--- config.mk ---
export PLATFORM = sky130hd
export DESIGN_NAME = clk_lock_sequencer
export DESIGN_NICKNAME = d
export VERILOG_FILES = /design/src/rtl/clk_lock_sequencer.sv
export SDC_FILE = /design/constraint.sdc
export NUM_CORES = 1
export LEC_CHECK = 0
export CORE_MARGIN = 3
export CORE_UTILIZATION = 51
export DETAILED_ROUTE_END_ITERATION = 6
export PLACE_DENSITY = 0.72
export REMOVE_ABC_BUFFERS = 1
export SYNTH_ARGS = -nofsm -noshare
export SYNTH_HDL_FRONTEND = slang
export SYNTH_SLANG_ARGS = --single-unit
export TNS_END_PERCENT = 10
--- constraint.sdc ---
create_clock -name i_clk -period 2 [get_ports i_clk]
set_input_delay 0.4 -clock i_clk [delete_from_list [all_inputs] [get_ports i_clk]]
set_output_delay 0.4 -clock i_clk [all_outputs]
set_load 0.05 [all_outputs]
--- src/rtl/clk_lock_sequencer.sv ---
// Supervisor for a PLL/MMCM: pulses the PLL reset, waits for lock with bounded
// retries, then releases the downstream domain resets one at a time.
module clk_lock_sequencer #(
  parameter int NUM_DOMAINS         = 4,
  parameter int RST_PULSE_CYCLES    = 16,
  parameter int LOCK_TIMEOUT_CYCLES = 65536,
  parameter int STAGGER_CYCLES      = 8,
  parameter int MAX_RETRIES         = 3,
  parameter int SYNC_STAGES         = 2,
  localparam int RW = (MAX_RETRIES > 0) ? $clog2(MAX_RETRIES + 1) : 1
) (
  input  logic                   i_clk,
  input  logic                   i_rst_n,
  input  logic                   i_pll_locked,
  input  logic                   i_restart,
  output logic                   o_pll_reset,
  output logic [NUM_DOMAINS-1:0] o_domain_rst_n,
  output logic                   o_ready,
  output logic                   o_fail,
  output logic [RW-1:0]          o_retry_count,
  output logic [2:0]             o_state
);

  // One counter serves the pulse, the lock timeout and the stagger interval.
  localparam int MAX_A   = (RST_PULSE_CYCLES > STAGGER_CYCLES) ? RST_PULSE_CYCLES : STAGGER_CYCLES;
  localparam int CNT_LEN = (MAX_A > LOCK_TIMEOUT_CYCLES) ? MAX_A : LOCK_TIMEOUT_CYCLES;
  localparam int CNT_W   = $clog2(CNT_LEN);

  localparam logic [CNT_W-1:0] PULSE_LAST   = CNT_W'(RST_PULSE_CYCLES - 1);
  localparam logic [CNT_W-1:0] TIMEOUT_LAST = CNT_W'(LOCK_TIMEOUT_CYCLES - 1);
  localparam logic [CNT_W-1:0] STAGGER_LAST = CNT_W'(STAGGER_CYCLES - 1);

  typedef enum logic [2:0] {
    RESET_PLL = 3'd0,
    WAIT_LOCK = 3'd1,
    RELEASE   = 3'd2,
    RUN       = 3'd3,
    FAIL      = 3'd4
  } state_t;

  state_t                 state_q, state_d;
  logic [CNT_W-1:0]       cnt_q, cnt_d;
  logic [NUM_DOMAINS-1:0] dom_q, dom_d, dom_shift;
  logic [RW-1:0]          retry_q, retry_d;
  logic                   ready_q, ready_d;
  logic                   fail_q, fail_d;
  logic                   pll_reset_q, pll_reset_d;
  logic [SYNC_STAGES-1:0] sync_q, sync_d;
  logic                   lock_s;

  assign lock_s = sync_q[SYNC_STAGES-1];
  assign sync_d = {sync_q[SYNC_STAGES-2:0], i_pll_locked};

  always_comb begin
    state_d   = state_q;
    cnt_d     = cnt_q;
    dom_d     = dom_q;
    retry_d   = retry_q;
    ready_d   = ready_q;
    fail_d    = fail_q;
    dom_shift = (dom_q << 1) | NUM_DOMAINS'(1);
    if (i_restart) begin
      state_d = RESET_PLL;
      cnt_d   = '0;
      dom_d   = '0;
      retry_d = '0;
      ready_d = 1'b0;
      fail_d  = 1'b0;
    end else begin
      case (state_q)
        RESET_PLL: begin
          if (cnt_q == PULSE_LAST) begin
            state_d = WAIT_LOCK;
            cnt_d   = '0;
          end else begin
            cnt_d = cnt_q + CNT_W'(1);
          end
        end
        WAIT_LOCK: begin
          if (lock_s) begin
            state_d = RELEASE;
            cnt_d   = '0;
          end else if (cnt_q == TIMEOUT_LAST) begin
            cnt_d = '0;
            if (retry_q < RW'(MAX_RETRIES)) begin
              retry_d = retry_q + RW'(1);
              state_d = RESET_PLL;
            end else begin
              state_d = FAIL;
              fail_d  = 1'b1;
            end
          end else begin
            cnt_d = cnt_q + CNT_W'(1);
          end
        end
        RELEASE, RUN: begin
          if (!lock_s) begin
            state_d = RESET_PLL;
            cnt_d   = '0;
            dom_d   = '0;
            ready_d = 1'b0;
          end else if (state_q == RELEASE) begin
            if (cnt_q == STAGGER_LAST) begin
              cnt_d = '0;
              dom_d = dom_shift;
              // Releasing the top domain completes the sequence on the same edge.
              if (dom_shift[NUM_DOMAINS-1]) begin
                state_d = RUN;
                ready_d = 1'b1;
                retry_d = '0;
              end
            end else begin
              cnt_d = cnt_q + CNT_W'(1);
            end
          end
        end
        FAIL: ;
        default: begin
          state_d = RESET_PLL;
          cnt_d   = '0;
          dom_d   = '0;
          ready_d = 1'b0;
        end
      endcase
    end
    pll_reset_d = (state_d == RESET_PLL) || (state_d == FAIL);
  end

  always_ff @(posedge i_clk or negedge i_rst_n) begin
    if (!i_rst_n) begin
      state_q     <= RESET_PLL;
      cnt_q       <= '0;
      dom_q       <= '0;
      retry_q     <= '0;
      ready_q     <= 1'b0;
      fail_q      <= 1'b0;
      pll_reset_q <= 1'b1;
      sync_q      <= '0;
    end else begin
      state_q     <= state_d;
      cnt_q       <= cnt_d;
      dom_q       <= dom_d;
      retry_q     <= retry_d;
      ready_q     <= ready_d;
      fail_q      <= fail_d;
      pll_reset_q <= pll_reset_d;
      sync_q      <= sync_d;
    end
  end

  assign o_pll_reset    = pll_reset_q;
  assign o_domain_rst_n = dom_q;
  assign o_ready        = ready_q;
  assign o_fail         = fail_q;
  assign o_retry_count  = retry_q;
  assign o_state        = state_q;

endmodule

* After elaboration in Yosys (flattened, before gate mapping) *
Index checks and enable logic that the tools add are counted.

operators by class
  $add $sub $neg = 2
  magnitude comparators = 1
  equal/unequal tests = 22
  muxes and demuxes = 43
  reductions and logical operators = 13

operators with widths
  operator                                                                number
  16-bit 2-to-1 mux                                                       7
  16-bit one-hot mux with 4 select lines                                  1
  3-bit 2-to-1 mux                                                        9
  3-bit != test, second input constant                                    7
  16-bit by 1-bit adder with 16-bit output, second input constant         1
  16-bit equality test, second input constant                             1
  16-bit by 3-bit equality test with 1-bit output, second input constant  1
  16-bit by 4-bit equality test with 1-bit output, second input constant  1
  2-bit 2-to-1 mux                                                        8
  4-bit 2-to-1 mux                                                        4
  4-bit != test, second input constant                                    3
  3-bit one-hot mux with 4 select lines                                   1
  1-bit 2-to-1 mux                                                        10
  4-bit one-hot mux with 2 select lines                                   1
  4-bit AND reduction                                                     2
  8-bit AND reduction                                                     1
  3-bit by 2-bit equality test with 1-bit output, second input constant   2
  3-bit equality test, second input constant                              2
  3-bit logical NOT                                                       2
  2-bit != test, second input constant                                    3
  2-bit one-hot mux with 2 select lines                                   1
  2-bit nonzero test                                                      2
  3-bit by 1-bit equality test with 1-bit output, second input constant   1
  3-bit AND reduction                                                     1
  9 further kinds                                                         9

storage, ports and cells
  flip-flop bits (word level) = 30
  word-level logic and storage cells = 89

* Depth between registers and ports, before layout *
  depth after elaboration = 8
  depth in mapped cells = 7

* Least setup slack after synthesis *
Ideal clock, no wire load.

  kind = register -> register
  start point = register state_q[2], in the netlist o_state[2]
  end point = register cnt_q[9]
  library setup time = 0.122 ns
  data arrival time = 2.136 ns
  slack = -0.258 ns
  cell stages (with the launch flop) = 8
  buffers on the path = 2
  clock period less this slack = 2.258 ns
  path through = dfrtp_1 -> buf_2 -> or3b_1 -> a21oi_1 -> clkbuf_1 -> nor3_1 -> o221ai_1 -> nand2_1

between the ends
  word-level cells in the longest chain between the ends = 4

ends and longest elaborated chain
  item                                                                     line     source
  from (decl)                                                              41       state_t state_q, state_d;
  from (signal assigned)                                                   140      state_q <= state_d;
  3-bit by 2-bit equality test with 1-bit output (on tied branches)        70, 102
  2-bit OR reduction                                                       70       case (state_q)
  16-bit one-hot mux with 4 select lines or 4-bit != test (tied branches)  n/a
  16-bit 2-to-1 mux or 2-bit AND reduction (tied branches)                 n/a
  to (signal assigned)                                                     141      cnt_q <= cnt_d;
  to (decl)                                                                42       logic [CNT_W-1:0] cnt_q, cnt_d;

Parallel ways exist; a longest one is shown, timed or not.
A chain may end at the register's enable or synchronous reset.

* Worst setup path after layout *
  start point = register cnt_q[9]
  end point = register cnt_q[2]

between the ends
  word-level cells in the longest chain between the ends = 6

ends and longest elaborated chain
  item                                             line  source
  16-bit by 3-bit equality test with 1-bit output  103   if (cnt_q == STAGGER_LAST) begin
  16-bit 2-to-1 mux                                103
  16-bit 2-to-1 mux                                102   end else if (state_q == RELEASE) begin
  16-bit 2-to-1 mux                                97    if (!lock_s) begin
  16-bit one-hot mux with 4 select lines *         70
  16-bit 2-to-1 mux *                              62    if (i_restart) begin

Mark *: on every way between the ends. The rest lies on a longest branch, timed or not. The select of a mux whose other input is x is not followed.

==> metrics.sh <==
FF_LATCH_AREA_UM2=752
CLOCK_TREE_FROM_TRITONCTS='done'
SYNTH.FF_LATCH_COUNT=30
NETS=243
DETAILED_ROUTE_DRC_ERROR_COUNT=0
FINCLKSKEW_PS=13.1
CLOCK_SINK_COUNT=30
ROUTE.DETAILED.WL_PER_INST_UM=16.0
CP_DATA_ARRIVAL_TIME_PS=2300
IRDROPWORSTVDD_mV=0.488
SYNTH.CELL_AREA_UM2=1800
CP-END-KIND='flip-flop'
POSTSYNTH.TOPFLOPCELL='sky130_fd_sc_hd__dfrtp_1'
ANTENNA_FOUND_INITIAL=0
CLK_ROOT_BUFFER_CELL='sky130_fd_sc_hd__clkbuf_4'
DIE_HEIGHT_UM=65.4
HOLD_PATH_CLASS='reg2reg'
DETAILED_PLACE_HPWL_UM=3160
SYN2LAYOUT_AREA_GROWTH_PCT=28.4
POWER-PER-CELL-AREA_nW_PER_UM2=621
DIEAREA_UM2=4280
P_LEAK_nW=0.978
MULTIINPUTGATEAREA_UM2=990
CELL_COUNT_AFTER_SYNTHESIS=197
GRT_START_MAX_NET_PINS=31
DIE_X_UM=65.4
GRT_FIRST_PASS_WIRELENGTH_UM=7410
TIMING.RR.END='cnt_q[2]'
SHARE_OF_FINAL_LAYOUT_STANDARD_CELLS_STRONGER_THAN_DRIVE_STRENGTH_1_PCT=25.6
MAX_FREQ_MHz=480
PATH_CLK_SLEW_PS=110
CRITICAL_PATH.STARTPOINT_TYPE='flip-flop'
ROUTE.VIAS.TOTAL=1696
TIMING.MAX_SLEW.REL_SLACK_PCT=66.1
NUMBER_OF_BUFFERS_CREATED_BY_CTS=5
WORST_HOLD_PATH.NUM_CELLS=0
SYNTH_AREA_PER_CELL_UM2=9.14
WORST_SLEW_PIN_SLEW_PS=507
FIN_WS_PS=-81.9
FINAL.PERIOD_UTILIZATION_PCT=104
TIMING.FINAL.SETUP_VIOLATIONS=15
SW_FRAC_OF_TOTAL_PCT=23.1
ANTENNA_CELLS_INSERTED=0
GR-USAGE-ALL-LAYERS_PCT=22.6
R2R-START='cnt_q[9]'
REG2REG_SETUP_SLACK_PS=-80
ASYNC_S_R_FF_SHARE_SYNTH_PCT=100
STARTPOINT='cnt_q[9]'
CAP_VIOLATIONS=0
INITIALDRTVIOLATIONCOUNT=139
DRT_PASS1_ITERATIONS=4
CLK_LATENCY_PS=340
FP-ROW-COUNT=20
FIRST_GLOBAL_VIAS=1622
DETAIL-ROUTE-ANTENNA-NETS=0
BOUNDARYPINS=16
SEQ_POWER_SHARE_PCT=44.4
PORT_BUFFERS=15
CORE_REGION_AREA_UM2=3200
ENDPOINT='cnt_q[2]'
GLOBALROUTE.TOTALOVERFLOW=0
RESULT_OF_THE_RUN='finished, violations left'
TIMING.FINAL.HOLD_VIOLATIONS=0
CLOCKPOWERSHARE_PCT=45.6
GPL_CONGESTION=0.874
COUNT_OF_CELL_TYPES_IN_THE_NETLIST=48
VIOLATIONS='negative setup slack'
TIMING.CRITICAL_PATH.FANOUT_MAX=4
CP_DATA_REQUIRED_TIME_PS=2220
SYNTH_ENABLE_FLOP_CELLS=0
HTREE_LEVELS=2
INTERNAL_POWER_COMPONENT_W=0.00110
SWITCHINGPOWER_W=0.000331
FINAL.FILL_COUNT=275
STARTING_DENSITY_PCT=56.2
MIN_PERIOD_PS=2080
SETUP_WS_PRE_CTS_PS=-78.6
YS_WARN_COUNT=0
VIAS_PER_CELL=6.01
WORST-R2R-CELL-COUNT=5
WORSTSETUPPATHTYPE='reg2reg'
DEEPEST_CLOCK_PATH_BUFFER_COUNT=2
FINAL_CORE_UTIL_PCT=72.1
ROUTED_WIRELENGTH_UM=4520
COMB_POWER_SHARE_PCT=10.0
DRV_SLEW=0
SEQ_AREA_FRAC_SYNTH_PCT=41.8
RSZ0062_AT_GRT='true'
synthesized netlist by cell type (3+ instances only):
library cell                number  share of area (%)
sky130_fd_sc_hd__o2111ai_1       6                2.9
sky130_fd_sc_hd__nand3_1         5                1.4
sky130_fd_sc_hd__clkbuf_1        7                1.5
sky130_fd_sc_hd__and2_1          4                1.4
sky130_fd_sc_hd__and3_1          4                1.4
sky130_fd_sc_hd__inv_1           3               0.63
sky130_fd_sc_hd__nor2_1         10                2.1
sky130_fd_sc_hd__nor3_1          6                1.7
sky130_fd_sc_hd__a21oi_1         7                1.9
sky130_fd_sc_hd__buf_2           4                1.1
sky130_fd_sc_hd__o21ai_1         9                2.5
sky130_fd_sc_hd__or3_1           5                1.7
sky130_fd_sc_hd__or4_4           3                1.9
sky130_fd_sc_hd__nand2_1        35                7.3
sky130_fd_sc_hd__o211ai_1       12                5.0
sky130_fd_sc_hd__nand4b_1        3                1.5
sky130_fd_sc_hd__a21o_1          3                1.3
sky130_fd_sc_hd__dfrtp_1        29                 40
sky130_fd_sc_hd__nand4_1         6                2.1
layout make-up:
| class | count | share of cell area (%) |
|---|---|---|
| Timing Repair Buffer | 47 | 16.9 |
| Tap cell | 44 | 2.38 |
| Inverter | 3 | 0.487 |
| Sequential cell | 30 | 32.5 |
| Clock buffer | 6 | 2.22 |
| Clock inverter | 2 | 2.60 |
| Multi-Input combinational cell | 150 | 42.8 |
power groups by stage:
stage	Combinational, W	Sequential, W	Clock (W)
6_report	0.000143	0.000637	0.000655
5_1_grt	0.000154	0.000640	0.000685
4_1_cts	0.000142	0.000637	0.000663
3_5_place_dp	0.000144	0.000648	0
3_3_place_gp	0.000138	0.000646	0
2_1_floorplan	0.0000457	0.000675	0
flip-flops by register name (all words and copies together), names as in the netlist:
register        count
sync_q              2
o_fail              1
cnt_q              16
o_domain_rst_n      4
o_state             3
o_pll_reset         1
o_retry_count       2
o_ready             1
worst max-delay path, stage by stage, from the launching register on:
cell and delay (ps):
sky130_fd_sc_hd__dfrtp_1 410, sky130_fd_sc_hd__or4_4 580, sky130_fd_sc_hd__nor4_4 330, sky130_fd_sc_hd__o22ai_2 150, sky130_fd_sc_hd__o211ai_1 350, sky130_fd_sc_hd__o311ai_1 150
kinds of logic after synthesis:
logic type / Yosys count / share of synthesized area (%)
fa+ha+maj: 2 / 1.39
buf+inv: 17 / 4.45
simple gates: 95 / 30.3
compound gates: 48 / 18.7
flops: 30 / 41.8
mux: 5 / 3.41
through the flow:
stage                     instance area [um^2]  TNS (ps)  hold WS, ps  total power (W)  std cells
after global routing                      2310     -2470          370          0.00148        282
after detailed placement                  2160      -539          341         0.000792        272
after CTS                                 2290      -544          364          0.00144        281
after global placement                    2160         0          337         0.000784        272
final                                     2310      -584          360          0.00143        282
after floorplan                           1730     -7240          104         0.000721        183
cells in the final DEF (no fill, tap or decap), types with 5 or more instances in the layout:
cell | netlist | final
sky130_fd_sc_hd__nand2_1 | 35 | 35
sky130_fd_sc_hd__buf_4 | 1 | 35
sky130_fd_sc_hd__dfrtp_1 | 29 | 29
sky130_fd_sc_hd__o211ai_1 | 12 | 12
sky130_fd_sc_hd__nor2_1 | 10 | 10
sky130_fd_sc_hd__clkdlybuf4s50_1 | 0 | 10
sky130_fd_sc_hd__o21ai_1 | 9 | 8
sky130_fd_sc_hd__a21oi_1 | 7 | 7
sky130_fd_sc_hd__nand4_1 | 6 | 6
sky130_fd_sc_hd__nor3_1 | 6 | 6
sky130_fd_sc_hd__nand3_1 | 5 | 5
sky130_fd_sc_hd__or3_1 | 5 | 5
sky130_fd_sc_hd__clkbuf_4 | 0 | 5
layer usage:
metal	wire length, um	vias to the layer above	GRT usage (%)	part of all wire [%]
met1	2040	818	29.6	45
met2	2190	49	36.3	48
met3	216	8	5.47	4.8
li1	-	821	-	-
met5	0	-	0	0
met4	69	0	8.29	1.5
what timing repair did:
item / 4_1_cts / 5_1_grt
buffers inserted: 1 / 1
hold buffers: 0 / 0
endpoints found under the setup margin: 18 / 25
pin swaps: 2 / 1
gates resized for setup: 2 / 4
worst min-delay path by stage:
stage,slack [ps],from,endpoint
floorplan,100,i_rst_n,cnt_q[0]
detailed placement,340,sync_q[0],sync_q[1]
finish,360,sync_q[0],sync_q[1]
global route,370,sync_q[0],sync_q[1]
CTS,360,sync_q[0],sync_q[1]
global placement,340,sync_q[0],sync_q[1]
Power figures use the tool's default switching activity.
